File: src/rtl/fifo_pkg.sv
// Shared types and helpers for the single-clock FIFO family.
// Latency: n/a (types and elaboration-time helpers only).
// Backpressure: n/a.
package fifo_pkg;

   // Registered status flags, all derived from the next occupancy value
   typedef struct packed {
      logic full;
      logic nearly_full;
      logic empty;
   } fifo_status_t;

   localparam int DEFAULT_DEPTH_BITS = 3;

   // Number of storage entries for a given pointer width
   function automatic int fifo_depth(input int depth_bits);
      return 1 << depth_bits;
   endfunction

   // A nearly-full threshold is meaningful only within 1..depth
   function automatic bit thresh_ok(input int thresh, input int depth);
      return (thresh >= 1) && (thresh <= depth);
   endfunction

endpackage

File: src/rtl/fifo_dpram.sv
// Simple dual-port storage: one synchronous write port, one asynchronous read port.
// Latency: write visible on the read port the cycle after the write edge.
// Backpressure: none; the caller gates i_wr_en with its own full logic.
module fifo_dpram #(
   parameter int WIDTH          = 72,
   parameter int MAX_DEPTH_BITS = 3
) (
   input  logic                      i_clk,
   input  logic                      i_wr_en,
   input  logic [MAX_DEPTH_BITS-1:0] i_wr_addr,
   input  logic [WIDTH-1:0]          i_wr_dat,
   input  logic [MAX_DEPTH_BITS-1:0] i_rd_addr,
   output logic [WIDTH-1:0]          o_rd_dat
);

   localparam int DEPTH = 1 << MAX_DEPTH_BITS;

   logic [WIDTH-1:0] r_mem [DEPTH];

   // Store the write word; contents are never reset
   always_ff @(posedge i_clk) begin
      if (i_wr_en) begin
         r_mem[i_wr_addr] <= i_wr_dat;
      end
   end

   assign o_rd_dat = r_mem[i_rd_addr];

endmodule

File: src/rtl/fallthrough_sync_fifo.sv
// Single-clock FIFO with fallthrough or registered read, occupancy count, optional sticky error flags.
// Latency: write-to-read 1 cycle in both modes; flags and data_count registered.
// Backpressure: writes dropped while full unless a read pops in the same cycle; reads ignored while empty.
// Optional feature macro: FALLTHROUGH_SYNC_FIFO_ERR_FLAGS_EN (sticky overflow/underflow + sim messages).
module fallthrough_sync_fifo
   import fifo_pkg::*;
#(
   parameter int WIDTH              = 72,
   parameter int MAX_DEPTH_BITS     = DEFAULT_DEPTH_BITS,
   parameter int NEARLY_FULL_THRESH = (2**MAX_DEPTH_BITS) - 1,
   parameter bit FALLTHROUGH        = 1'b1
) (
   input  logic                      clk,
   input  logic                      reset,
   input  logic [WIDTH-1:0]          din,
   input  logic                      wr_en,
   input  logic                      rd_en,
   output logic [WIDTH-1:0]          dout,
   output logic                      full,
   output logic                      nearly_full,
   output logic                      empty,
   output logic [MAX_DEPTH_BITS:0]   data_count,
   output logic                      overflow,
   output logic                      underflow
);

   localparam int DEPTH = fifo_depth(MAX_DEPTH_BITS);
   localparam int CNT_W = MAX_DEPTH_BITS + 1;
   // An out-of-range threshold falls back to DEPTH so nearly_full degenerates to full
   localparam int THRESH = thresh_ok(NEARLY_FULL_THRESH, DEPTH) ? NEARLY_FULL_THRESH : DEPTH;

   logic [MAX_DEPTH_BITS-1:0] r_wr_ptr;
   logic [MAX_DEPTH_BITS-1:0] r_rd_ptr;
   logic [CNT_W-1:0]          r_count;
   fifo_status_t              r_status;

   logic                      w_wr_acc;
   logic                      w_rd_acc;
   logic [CNT_W-1:0]          w_cnt_nxt;
   fifo_status_t              w_status_nxt;
   logic [WIDTH-1:0]          w_rd_dat;

   // A write into a full FIFO is still accepted when a read frees the head slot in the same cycle
   assign w_wr_acc = wr_en && (!r_status.full || rd_en);
   assign w_rd_acc = rd_en && !r_status.empty;

   // Next occupancy and the flags derived from it
   always_comb begin
      w_cnt_nxt = r_count;
      if (w_wr_acc && !w_rd_acc) begin
         w_cnt_nxt = r_count + CNT_W'(1);
      end else if (w_rd_acc && !w_wr_acc) begin
         w_cnt_nxt = r_count - CNT_W'(1);
      end
      w_status_nxt.full        = (w_cnt_nxt == CNT_W'(DEPTH));
      w_status_nxt.nearly_full = (w_cnt_nxt >= CNT_W'(THRESH));
      w_status_nxt.empty       = (w_cnt_nxt == '0);
   end

   // Pointer, count and flag registers; reset overrides any concurrent enable
   always_ff @(posedge clk) begin
      if (reset) begin
         r_wr_ptr <= '0;
         r_rd_ptr <= '0;
         r_count  <= '0;
         r_status <= '{full: 1'b0, nearly_full: 1'b0, empty: 1'b1};
      end else begin
         if (w_wr_acc) begin
            r_wr_ptr <= r_wr_ptr + MAX_DEPTH_BITS'(1);
         end
         if (w_rd_acc) begin
            r_rd_ptr <= r_rd_ptr + MAX_DEPTH_BITS'(1);
         end
         r_count  <= w_cnt_nxt;
         r_status <= w_status_nxt;
      end
   end

   fifo_dpram #(
      .WIDTH          (WIDTH),
      .MAX_DEPTH_BITS (MAX_DEPTH_BITS)
   ) u_mem (
      .i_clk     (clk),
      .i_wr_en   (w_wr_acc && !reset),
      .i_wr_addr (r_wr_ptr),
      .i_wr_dat  (din),
      .i_rd_addr (r_rd_ptr),
      .o_rd_dat  (w_rd_dat)
   );

   assign full        = r_status.full;
   assign nearly_full = r_status.nearly_full;
   assign empty       = r_status.empty;
   assign data_count  = r_count;

   generate
      if (FALLTHROUGH) begin : g_fallthrough
         // Head word shown directly; forced to zero so an empty FIFO never exposes stale data
         assign dout = r_status.empty ? '0 : w_rd_dat;
      end else begin : g_registered
         logic [WIDTH-1:0] r_dout;
         // Capture the popped word; hold otherwise
         always_ff @(posedge clk) begin
            if (reset) begin
               r_dout <= '0;
            end else if (w_rd_acc) begin
               r_dout <= w_rd_dat;
            end
         end
         assign dout = r_dout;
      end
   endgenerate

`ifdef FALLTHROUGH_SYNC_FIFO_ERR_FLAGS_EN
   logic r_overflow;
   logic r_underflow;
   logic w_ovf_evt;
   logic w_unf_evt;

   // Write while full is an error only when no read made room for it
   assign w_ovf_evt = wr_en && r_status.full && !rd_en;
   assign w_unf_evt = rd_en && r_status.empty;

   // Sticky error flags, cleared only by reset
   always_ff @(posedge clk) begin
      if (reset) begin
         r_overflow  <= 1'b0;
         r_underflow <= 1'b0;
      end else begin
         r_overflow  <= r_overflow  | w_ovf_evt;
         r_underflow <= r_underflow | w_unf_evt;
      end
   end

   assign overflow  = r_overflow;
   assign underflow = r_underflow;

`ifndef SYNTHESIS
   // Report each offending cycle in simulation
   always_ff @(posedge clk) begin
      if (!reset && w_ovf_evt) begin
         $error("fallthrough_sync_fifo: write while full, data dropped");
      end
      if (!reset && w_unf_evt) begin
         $error("fallthrough_sync_fifo: read while empty, ignored");
      end
   end
`endif
`else
   assign overflow  = 1'b0;
   assign underflow = 1'b0;
`endif

endmodule

File: config.mk
export PLATFORM = sky130hd
export DESIGN_NAME = fallthrough_sync_fifo
export DESIGN_NICKNAME = d
export VERILOG_FILES = /design/src/rtl/fifo_pkg.sv /design/src/rtl/fifo_dpram.sv /design/src/rtl/fallthrough_sync_fifo.sv
export SDC_FILE = /design/constraint.sdc
export NUM_CORES = 1
export LEC_CHECK = 0
export ABC_AREA = 1
export CAP_MARGIN = 0
export CORE_UTILIZATION = 40
export DETAILED_ROUTE_END_ITERATION = 7
export HOLD_SLACK_MARGIN = 0.03
export PLACE_DENSITY = 0.66
export RECOVER_POWER = 25
export SYNTH_ARGS = -nofsm -noshare
export SYNTH_HDL_FRONTEND = slang
export SYNTH_SLANG_ARGS = --single-unit
File: constraint.sdc
create_clock -name clk -period 7.95 [get_ports clk]
set_input_delay 1.59 -clock clk [delete_from_list [all_inputs] [get_ports clk]]
set_output_delay 1.59 -clock clk [all_outputs]
set_load 0.1 [all_outputs]
==> flow_summary.yaml, run 1 <==
worst_setup_path:
  slowest_delay_ns: 1.18
  crit_family: "buffers and inverters"
  end_kind: "output port"
  cp.buffers_inverters: 3
  arrival_ns: 4.44
  critPathSlowestCell: "clkdlybuf4s50_1"
  path_class: "reg -> out"
  crit-reg2reg-launch: "full"
  path_max_fanout: 135
  startpoint_type: "flip-flop"
  crit_chain: "inv_6, buf_12, o21ai_0, o21ai_1, o21ai_0, nor2_1, clkdlybuf4s50_1"
  path_common_cell: "o21ai_0"
  crit_required_ns: 6.36
drt:
  wl_mm: 53.7
  post_drt_wl_per_cell_microns: 20.0
  dr.pass1.iters: 7
  antenna_left: 0
  num_vias: 14200
  drtIter0Drc: 1077
  drc_errors: 0
  vias_per_cell: 5.30
worst_hold_path:
  hold_path_class: "reg -> reg"
  holdCritStartpoint: "r_rd_ptr[2]"
floorplanning:
  die_h_microns: 243
  die_area_sq_um: 59200
  fp.dieW_microns: 243
  start_util_pct: 40.4
  pin_count: 157
  coreArea_sq_um: 57600
  num_rows: 88
cts:
  root_buffer: "clkbuf_16"
  cts_hold_buffers: 0
  h-tree-depth: 2
  cts_tree: "done"
  clkLatencyLatePin_ns: 0.62
  ctsResizeCount: 0
  numCtsBuffers: 59
  cts_buffer_depth: 3
  post_cts.repair.setup_buffers: 0
  clkSinkCount: 592
  clkTransAtPathRegs_ns: 0.06
cells_and_area:
  drive_gt1_share_pct: 6.51
  layout.nets: 1955
  fin_cells: 2686
  final_util_pct: 47.4
  syn2layout_area_growth_pct: 17.2
  fin_area_sq_um: 27300
run:
  maxCapViolations: 0
timing:
  tns_ns: 0
  fin_crit_ns: 6.03
  rsz0062_at_grt: "no"
  relSlewSlack_pct: 22.2
  max_freq_mhz: 166
  tightest_slew_ns: 1.17
  final-hold-violation-count: 0
  finalSetupViolations: 0
  fin_skew_ns: 0.0127
  fin_crit_sh_pct: 75.9
  final_max_slew_viol_count: 0
global_route:
  first_global_vias: 14200
  antenna_found_initial: 5
  grt.total_usage_pct: 17.8
  overflow: 0
  grt_first_pass_wirelength_mm: 81.4
  grt_max_degree: 153
placement:
  port_buffers: 154
  dpl_cell_area_sq_um: 25500
  dp_hpwl_mm: 26.3
  place_congestion: 0.736
  dp_cells: 2579
synthesis:
  seq_area_frac_synth_pct: 75.6
  yosys.area.top_type: "edfxtp_1"
  synthCells: 1745
  synth.distinct_cells: 26
  ys_top_cells_by_area: "edfxtp_1 74%, nor2_1 7.2%, o21ai_0 5.0%"
  yosysWarnings: 0
  yosys.area.top_type_share_pct: 74.3
  syn_area_sq_um: 23300
  post_synth.cell_area_avg_sq_um: 13.3
  yosys_register_bits: 592
power:
  ir_worst_vdd_uv: 213
  finalPower_mw: 7.46
  powerDensity_nw_per_um2: 273
  power_leakage_nw: 8.77
status:
  status: "completed"
## worst paths after layout
kind	to	depth (start not counted)	slack [ns]
hold / removal	flip-flop	2	0.46
setup / recovery	dout[34]	7	1.92
setup reg to reg	u_mem.r_mem[7][9]	7	5.14
hold reg to reg	flip-flop	2	0.46
## kinds of logic after synthesis
group	after synthesis	synth area share [%]
multiplexers	72	3.09
adder cells (fa/ha/maj)	4	0.215
flip-flops	592	75.6
AO/OA/AOI/OAI	443	9.91
buffers and inverters	133	2.91
AND/OR/NAND/NOR	498	8.14
XOR/XNOR	2	0.0752
other	1	0.0161
## metrics by stage
step / setup slack, ns / hold WS (ns)
floorplan: 0.439 / 0.433
global placement: 2.59 / 0.442
detailed placement: 2.59 / 0.450
CTS: 1.91 / 0.461
global route: 1.72 / 0.467
finish: 1.92 / 0.458
## report_power, final
group          internal [mW]  switching, mW
Clock                   1.46           1.15
Combinational          0.332          0.982
Sequential              3.48         0.0524
Total                   5.28           2.18
## worst register-to-register path, stage by stage (launching register included)
cell	delay [ns]
dfxtp_1	0.32
nand2_1	0.08
nand2_1	0.15
nor2_1	0.17
nand2_1	0.25
nor2_4	0.14
buf_4	0.52
buf_4	0.78
## final cells by class
| cell class | count | area (sq um) |
|---|---|---|
| multi-input cells | 1021 | 5050 |
| flip-flops and latches | 592 | 17600 |
| clock inverters | 32 | 262 |
| clock buffers | 74 | 1530 |
| inverters | 22 | 88.8 |
| diodes | 1 | 2.50 |
| fillers | 4922 | 30300 |
| well taps | 765 | 957 |
| repair buffers | 179 | 1770 |
## routing by layer
layer  up-vias  wire (microns)  track usage (%)
li1       6632               -                -
met1      7099           23200             23.6
met2       418           26300             29.8
met3        89            3200             3.61
met4        10             983             5.03
met5         -              69                0
## flip-flops by register name, indices dropped and copies added (netlist names), named ones only
name and flops:
data_count 4, empty 1, full 1, nearly_full 1, r_rd_ptr 3, r_wr_ptr 3, u_mem.r_mem 576
## cells in the mapped netlist, drive strengths merged
cell type  number
a21oi           5
a31oi           1
buf            63
clkbuf         48
conb            1
dfxtp          16
edfxtp        576
ha              4
inv            22
mux2i          72
nand2          34
nand3          10
nor2          447
nor3            5
nor3b           1
o21ai         365
o22ai          72
or2             1
xor2            2
## cell usage in the layout (no fill, tap or decap), types with 2 or more instances in the layout
| cell type | synthesis | routed |
|---|---|---|
| o22ai_1 | 72 | 72 |
| edfxtp_1 | 576 | 576 |
| mux2i_1 | 72 | 72 |
| a21oi_1 | 5 | 5 |
| nor3_2 | 0 | 4 |
| clkinvlp_4 | 0 | 5 |
| xor2_1 | 2 | 2 |
| o21ai_1 | 131 | 131 |
| nor2_4 | 0 | 4 |
| inv_6 | 0 | 7 |
| clkinv_1 | 0 | 7 |
| inv_1 | 20 | 19 |
| nor2_1 | 446 | 442 |
| o21ai_0 | 234 | 234 |
| dfxtp_4 | 0 | 3 |
| conb_1 | 1 | 2 |
| clkbuf_16 | 0 | 59 |
| dlygate4sd3_1 | 0 | 43 |
| nand2_1 | 34 | 34 |
| clkbuf_1 | 48 | 15 |
| dfxtp_1 | 16 | 13 |
| clkdlybuf4s50_1 | 0 | 111 |
| ha_1 | 4 | 4 |
| clkinv_2 | 0 | 12 |
| buf_4 | 6 | 22 |
| bufinv_16 | 0 | 3 |
| nand3_1 | 10 | 10 |
| buf_12 | 1 | 3 |
Power figures use the tool's default switching activity.
==> run 2, diff against run 1 <==
- clock period: 7.95 -> 6.1 ns (I/O delays scaled with it)
==> run 2 against run 1 <==
Net effect:
- critical path depth is the same
- clock power rose by 31%
- count of clock-buffer cells in the layout is 3 higher
- worst setup slack lost 0.94 ns
- routed wire length shrank 0.73%
- clock skew up 0.0041 ns
- via count fell by 0.74%
- flip-flop and latch count is the same
- largest power group unchanged
- highest routed layer unchanged
==> flow_summary.yaml, run 2 (same netlist as run 1, synthesis figures left out) <==
worst_hold_path:
  hold_path_class: "reg -> reg"
floorplanning:
  fp.dieW_microns: 243
  pin_count: 157
  die_h_microns: 243
  coreArea_sq_um: 57600
  die_area_sq_um: 59200
  num_rows: 88
  start_util_pct: 40.4
cts:
  clkLatencyLatePin_ns: 0.61
  h-tree-depth: 2
  post_cts.repair.setup_buffers: 0
  cts_buffer_depth: 3
  clkTransAtPathRegs_ns: 0.06
  ctsResizeCount: 0
  cts_hold_buffers: 0
  clkSinkCount: 592
  numCtsBuffers: 58
  cts_tree: "done"
  root_buffer: "clkbuf_16"
global_route:
  overflow: 0
  first_global_vias: 14200
  grt.total_usage_pct: 17.9
  grt_max_degree: 118
  grt_first_pass_wirelength_mm: 81.9
  antenna_found_initial: 8
power:
  switching_share_pct: 28.7
  p_switching_mw: 2.79
  finalPower_mw: 9.73
  seq_power_share_pct: 47.1
  ir_worst_vdd_uv: 233
  power_leakage_nw: 8.86
  combPwrFrac_pct: 17.8
  powerDensity_nw_per_um2: 355
  internal_power_mw: 6.94
  p_clk_share_pct: 35.1
drt:
  antenna_left: 0
  post_drt_wl_per_cell_microns: 19.8
  num_vias: 14100
  drtIter0Drc: 1232
  drc_errors: 0
  wl_mm: 53.4
  vias_per_cell: 5.26
  dr.pass1.iters: 8
cells_and_area:
  area.sequential_sq_um: 17600
  syn2layout_area_growth_pct: 17.7
  fin_cells: 2689
  layout_commonest_cell: "edfxtp_1"
  final_util_pct: 47.6
  drive_gt1_share_pct: 7.40
  multiInputGateArea_sq_um: 5050
  top_register: "u_mem.r_mem"
  fillers: 4914
  fin_area_sq_um: 27400
  layout.nets: 1957
  layout_common_cells: "576 x edfxtp_1, 442 x nor2_1, 234 x o21ai_0"
  largest_reg_flops: 576
worst_setup_path:
  arrival_ns: 3.90
  critPathSlowestCell: "clkdlybuf4s50_1"
  cp.buffers_inverters: 3
  startpoint_type: "flip-flop"
  crit_family: "buffers and inverters"
  path_class: "reg -> out"
  crit_required_ns: 4.88
  end_kind: "output port"
  crit_chain: "inv_6, buf_4, nor2_1, o22ai_1, nor2_1, nor2_1, clkdlybuf4s50_1"
  path_common_cell: "nor2_1"
  path_max_fanout: 115
  slowest_delay_ns: 1.15
placement:
  port_buffers: 154
  place_congestion: 0.748
  dp_cells: 2582
  dpl_cell_area_sq_um: 25600
  dp_hpwl_mm: 26.6
timing:
  relSlewSlack_pct: 28.9
  final_max_slew_viol_count: 0
  finalSetupViolations: 0
  max_freq_mhz: 195
  fin_skew_ns: 0.0169
  hold_ws_ns: 0.467
  rsz0062_at_grt: "no"
  tightest_slew_ns: 1.06
  final-hold-violation-count: 0
  fin_crit_ns: 5.12
  fin_crit_sh_pct: 84.0
status:
  status: "completed"
run:
  maxCapViolations: 0
run 2: cell count changes in the layout (fill, tap and decap cells not counted), moves of 4 or more:
| cell | change |
|---|---|
| buf_4 | +13 |
| inv_6 | -4 |
| buf_12 | +10 |
| clkdlybuf4s50_1 | -18 |
run 2: cell type report:
| type | count | share of cell area (%) |
|---|---|---|
| well taps | 765 | 3.49 |
| repair buffers | 182 | 6.80 |
| clock buffers | 77 | 5.74 |
| inverters | 22 | 0.324 |
| multi-input cells | 1021 | 18.4 |
| diodes | 4 | 0.0365 |
| flip-flops and latches | 592 | 64.3 |
| clock inverters | 26 | 0.840 |
run 2: final timing paths:
| kind | from | endpoint | slack, ns | cells past startpoint |
|---|---|---|---|---|
| max | flip-flop | dout[43] | 0.98 | 7 |
| min | r_rd_ptr[2] | flip-flop | 0.47 | 2 |
| max reg2reg | full | u_mem.r_mem[5][42] | 3.60 | 6 |
| min reg2reg | r_rd_ptr[2] | flip-flop | 0.47 | 2 |
run 2: power by group through the flow:
stage	combinational [mW]	sequential, mW	clock (mW)
2_1_floorplan	1.27	4.70	0
3_3_place_gp	1.73	4.67	0
3_5_place_dp	1.74	4.67	0
4_1_cts	1.75	4.59	3.48
5_1_grt	1.86	4.59	3.63
6_report	1.73	4.59	3.41
run 2: through the flow:
stage	setup slack, ns	TNS (ns)
floorplan	-1.04	-299.80
global placement	1.57	0
detailed placement	1.58	0
CTS	0.918	0
global route	0.793	0
finish	0.975	0
run 2: tightest hold or removal path, cell delays in order (launching register included):
cell and delay, ns:
dfxtp_1 0.31, inv_1 0.05, a21oi_1 0.06
run 2: routing by layer:
metal	track usage, %	routed length [microns]	vias to the layer above
met5	0	65	-
met4	5.31	1180	10
met3	3.54	3210	90
met2	29.3	25700	393
met1	24.2	23200	7028
li1	-	-	6622
